==> config.mk <==
export PLATFORM = sky130hd
export DESIGN_NAME = cmp_operand_stager
export DESIGN_NICKNAME = d
export VERILOG_FILES = /design/src/rtl/cmp_stage_pkg.sv /design/src/rtl/cmp_pair_fifo.sv /design/src/rtl/cmp_operand_stager.sv
export SDC_FILE = /design/constraint.sdc
export NUM_CORES = 1
export LEC_CHECK = 0
export BUFFER_PORTS_ARGS = -buffer_cell sky130_fd_sc_hd__clkbuf_2
export CAP_MARGIN = 5
export CORE_AREA = 2 2 87 89
export CTS_CLUSTER_DIAMETER = 60
export DETAILED_ROUTE_END_ITERATION = 7
export DIE_AREA = 0 0 89 91
export PLACE_DENSITY = 0.78
export SLEW_MARGIN = 10
export SYNTH_ARGS = -nofsm -noshare
export SYNTH_HDL_FRONTEND = slang
export SYNTH_SLANG_ARGS = --single-unit
==> constraint.sdc <==
create_clock -name clk -period 2.6 [get_ports clk]
set_input_delay 0.52 -clock clk [delete_from_list [all_inputs] [get_ports clk]]
set_output_delay 0.52 -clock clk [all_outputs]
set_load 0.005 [all_outputs]
==> src/rtl/cmp_stage_pkg.sv <==
// Shared types and defaults for the compare-stage operand stager.
// Optional statistics are enabled by defining STAGER_STATS_EN.
package cmp_stage_pkg;

   localparam int CMP_DEPTH_DEFAULT = 4;
   localparam int CMP_W_DEFAULT     = 8;

   typedef struct packed {
      logic [CMP_W_DEFAULT-1:0] a;
      logic [CMP_W_DEFAULT-1:0] b;
   } cmp_pair_t;

   typedef enum logic {
      RES_EMPTY = 1'b0,
      RES_FULL  = 1'b1
   } res_state_e;

endpackage

==> src/rtl/cmp_pair_fifo.sv <==
// Operand-pair FIFO: register storage, wrapping pointers and occupancy count.
// The head entry is presented combinationally; no write-to-read bypass.
module cmp_pair_fifo
   import cmp_stage_pkg::*;
#(
   parameter int W     = CMP_W_DEFAULT,
   parameter int DEPTH = CMP_DEPTH_DEFAULT
) (
   input  logic           clk,
   input  logic           rst_n,
   input  logic           push,
   input  logic           pop,
   input  logic [2*W-1:0] wr_data,
   output logic [2*W-1:0] head,
   output logic           full,
   output logic           empty
);

   localparam int AW = $clog2(DEPTH);

   logic [2*W-1:0] mem [DEPTH];
   logic [AW-1:0]  wr_ptr;
   logic [AW-1:0]  rd_ptr;
   logic [AW:0]    count;

   // NOTE: state registers use non-blocking assignments so every flop samples pre-edge values.
   always_ff @(posedge clk or negedge rst_n) begin
      if (!rst_n) begin
         wr_ptr <= '0;
         rd_ptr <= '0;
         count  <= '0;
      end else begin
         if (push) wr_ptr <= wr_ptr + AW'(1);
         if (pop)  rd_ptr <= rd_ptr + AW'(1);
         if (push && !pop)
            count <= count + (AW+1)'(1);
         else if (pop && !push)
            count <= count - (AW+1)'(1);
      end
   end

   // NOTE: the array is small and is reset so the head (and cmp_a/cmp_b) leave reset at zero.
   always_ff @(posedge clk or negedge rst_n) begin
      if (!rst_n) begin
         for (int i = 0; i < DEPTH; i++) mem[i] <= '0;
      end else if (push) begin
         mem[wr_ptr] <= wr_data;
      end
   end

   assign head  = mem[rd_ptr];
   assign full  = (count == (AW+1)'(DEPTH));
   assign empty = (count == '0);

endmodule

==> src/rtl/cmp_operand_stager.sv <==
// Operand stager around a combinational a>=b comparator: input FIFO plus a registered result slot.
// Define STAGER_STATS_EN to add the saturating lt_count statistics port.
module cmp_operand_stager
   import cmp_stage_pkg::*;
#(
   parameter int W     = CMP_W_DEFAULT,
   parameter int DEPTH = CMP_DEPTH_DEFAULT,
   parameter int CNT_W = 16
) (
   input  logic             clk,
   input  logic             rst_n,
   input  logic             in_valid,
   output logic             in_ready,
   input  logic [W-1:0]     in_a,
   input  logic [W-1:0]     in_b,
   output logic [W-1:0]     cmp_a,
   output logic [W-1:0]     cmp_b,
   input  logic             cmp_y,
   input  logic             cmp_z,
   output logic             out_valid,
   input  logic             out_ready,
   output logic             out_ge,
   output logic [W-1:0]     out_a,
   output logic [W-1:0]     out_b,
`ifdef STAGER_STATS_EN
   output logic [CNT_W-1:0] lt_count,
`endif
   output logic             err
);

   localparam logic [0:0] ST_EMPTY = RES_EMPTY;
   localparam logic [0:0] ST_FULL  = RES_FULL;

   logic [0:0]     state;
   logic [0:0]     state_nxt;
   logic           push;
   logic           pop;
   logic           fifo_full;
   logic           fifo_empty;
   logic [2*W-1:0] head;

   cmp_pair_fifo #(
      .W     (W),
      .DEPTH (DEPTH)
   ) u_fifo (
      .clk     (clk),
      .rst_n   (rst_n),
      .push    (push),
      .pop     (pop),
      .wr_data ({in_a, in_b}),
      .head    (head),
      .full    (fifo_full),
      .empty   (fifo_empty)
   );

   assign in_ready     = !fifo_full;
   assign push         = in_valid && in_ready;
   // The head is consumed whenever the result slot is free or is being drained this cycle.
   assign pop          = !fifo_empty && ((state == ST_EMPTY) || out_ready);
   assign {cmp_a, cmp_b} = head;
   assign out_valid    = (state == ST_FULL);

   // NOTE: every always_comb output gets a default first so no latch is inferred.
   always_comb begin
      state_nxt = state;
      if (pop)
         state_nxt = ST_FULL;
      else if (out_ready)
         state_nxt = ST_EMPTY;
   end

   always_ff @(posedge clk or negedge rst_n) begin
      if (!rst_n) begin
         state  <= ST_EMPTY;
         out_ge <= 1'b0;
         out_a  <= '0;
         out_b  <= '0;
         err    <= 1'b0;
      end else begin
         state <= state_nxt;
         if (pop) begin
            out_ge <= cmp_y;
            out_a  <= cmp_a;
            out_b  <= cmp_b;
            if (!cmp_z) err <= 1'b1;
         end
      end
   end

`ifdef STAGER_STATS_EN
   always_ff @(posedge clk or negedge rst_n) begin
      if (!rst_n)
         lt_count <= '0;
      else if (pop && !cmp_y && (lt_count != '1))
         lt_count <= lt_count + CNT_W'(1);
   end
`endif

endmodule
==> metrics <==
status=finished, final reports clean; maximum clock rate=417.1 MHz; TritonCTS clock tree=done; Hold Buf Count CTS=0; setup bufs post-CTS=0; Synth Area in Simple Gates=3.106%; Layout Utilization=63.15%; P&R area growth vs syn=13.02%; initial antenna violation count=0; commonest non-fill, non-tap cells in the layout=dfrtp_1 (90), mux2_2 (74), clkbuf_2 (56); leakage power=0.002038 µW; core area=7137 µm²; RD Place Congestion=0.6964; CTS max path bufs=2; crit share post-route=92.22%; routed vias=2153; Max IR drop VDD=0.6555 mV; Tot GR Track Use=18.80%; Worst Tran Pin Value=0.7035 ns; std cell rows=31; DRC Markers=0; via/cell ratio=5.437; port buffer count=57; Tightest Hold Check Type=in -> async; Avg Inst Size Synth=17.26 µm²; clk slew on worst S/H paths=0.08 ns; hpwl dp=4.629 mm; # diodes=0; pwr dens=1331 nW/µm²; RSZ-0062 raised after global routing=no; Clk Latency, worst-skew pair=0.36 ns; number of DRC markers in iteration 0=90; register area share after synthesis=56.48%; die height=91 µm; ranking of synthesized cells by area=dfrtp_1 (56%), mux2_2 (21%), mux4_2 (9.0%); Fin Setup TNS=0 ns; Hold Slack=0.2017 ns; Fillers=576; Worst EP required=2.08 ns; # H-tree levels=3; largest net degree at the start of global routing=58; Yosys reg bits=90; top cell type's share of synthesized area=56.48%; GR Overflow Total=0; Final #Nets=321; placed inst area=4335 µm²; final non-filler cell total=396; post-synthesis xor/xnor area fraction=1.318%; largest family of logic cells by synthesized area=multiplexers; final max-slew violation count=0; crit path DAT=1.88 ns; mux contribution to synthesized area=33.32%; cell area after layout=4507 µm²; clock root cell=clkbuf_8; FF/Latch Area=2252 µm²; I/O pins=58; Gates resized, CTS repair=0; share of layout cells above drive strength 1=60.94%; footprint of the multi-input gates=1595 µm²; Setup Viol. Count Final=0; Total Wirelength=6.808 mm; Die Width=89 µm; mean routed wirelength per cell=17.19 µm; vias in the first global route=2288; Setup Skew=0.01004 ns; die area=8099 µm²; Max-slew headroom=53.10%; clk sink count=90; Worst setup EP type=output pin; MaxCap Viol Count=0; first-pass GRT wire length=11.30 mm; Crit Path Class=reg -> out; critical-path maximum fanout=12; leading cell type in the layout, fill and taps excluded=dfrtp_1; TritonCTS Buffers=9; synth warn=0; Starting Density=55.87%; adder-cell share of the synthesized area=2.071%; Synth Instances=231; Post-Syn Nets=259; placed insts=381; Compound-Gate Fraction of Synth Area=0.1883%; cell taking the most area after synthesis=dfrtp_1; final period demand of the worst path=2.398 ns; antenna viol nets, final=0; synth unique cells=22; Fin. Hold Viols=0; drt pass-1 iters=4; CP startpoint kind=flop; mapped cell area=3988 µm²
==> sequential cells by signal (all words and copies together) (netlist names) <==
register,flops
u_fifo.rd_ptr,2
u_fifo.mem,64
out_ge,1
err,1
out_valid,1
out_a,8
out_b,8
u_fifo.wr_ptr,2
u_fifo.count,3
==> critical path, cell delays in order, from the launching register on <==
cell and delay [ns]:
dfrtp_1 0.62, buf_12 0.22, mux4_2 0.54, clkbuf_2 0.13
==> worst paths after layout <==
kind	cells past startpoint	slack (ns)	from	end
setup / recovery	3	0.20	u_fifo.rd_ptr[0]	cmp_a[7]
hold / removal	1	0.20	rst_n	u_fifo.wr_ptr[1]
setup reg to reg	9	0.36	u_fifo.count[0]	u_fifo.count[2]
hold reg to reg	1	0.48	err	err
max in group asynchronous	2	1.68	rst_n	u_fifo.mem[56]
min in group clk	2	0.33	cmp_z	err
==> layer usage <==
| metal | routed length (µm) | up-vias | track usage [%] |
|---|---|---|---|
| met5 | 0 | - | 0 |
| met4 | 189 | 0 | 9.950 |
| met3 | 264 | 17 | 3.818 |
| met2 | 3364 | 47 | 29.66 |
| met1 | 2990 | 1128 | 24.31 |
| li1 | - | 961 | - |
==> logic make-up (layout without fill, tap and decap cells) <==
| kind of cell | after synthesis | count (layout) |
|---|---|---|
| xor+xnor | 6 | 6 |
| simple gates | 12 | 12 |
| flops | 90 | 90 |
| compound gates | 1 | 1 |
| fa+ha+maj | 6 | 6 |
| buf+inv | 17 | 83 |
| mux | 99 | 99 |
==> report_power, final <==
| part | internal (µW) | switching, µW |
|---|---|---|
| sequential | 2120 | 420 |
| combinational | 1630 | 972 |
| clock | 394 | 459 |
| total | 4150 | 1850 |
==> synth_stat cells (all sizes together) <==
cell type  count
and2           1
buf           12
dfrtp         90
fa             1
ha             5
inv            5
mux2          83
mux4          16
nand2          1
nand2b         2
nand3          5
nor2           1
o21bai         1
or3            1
or3b           1
xnor2          4
xor2           2
==> through the flow <==
stage	power (µW)	worst slack, ns
floorplan	4442	0.2480
global placement	5078	0.4586
detailed placement	5229	0.3579
CTS	6082	0.1582
global route	6414	0.09085
finish	5997	0.2023
==> area by class of cell <==
cell class	instances	share of cell area (%)
Sequential cell	90	49.97
Multi-Input combinational cell	124	35.40
Inverter	5	0.4164
Tap cell	99	2.748
Clock inverter	2	0.2776
Timing Repair Buffer	63	7.662
Clock buffer	13	3.526
(Power assumes the default switching activity.)
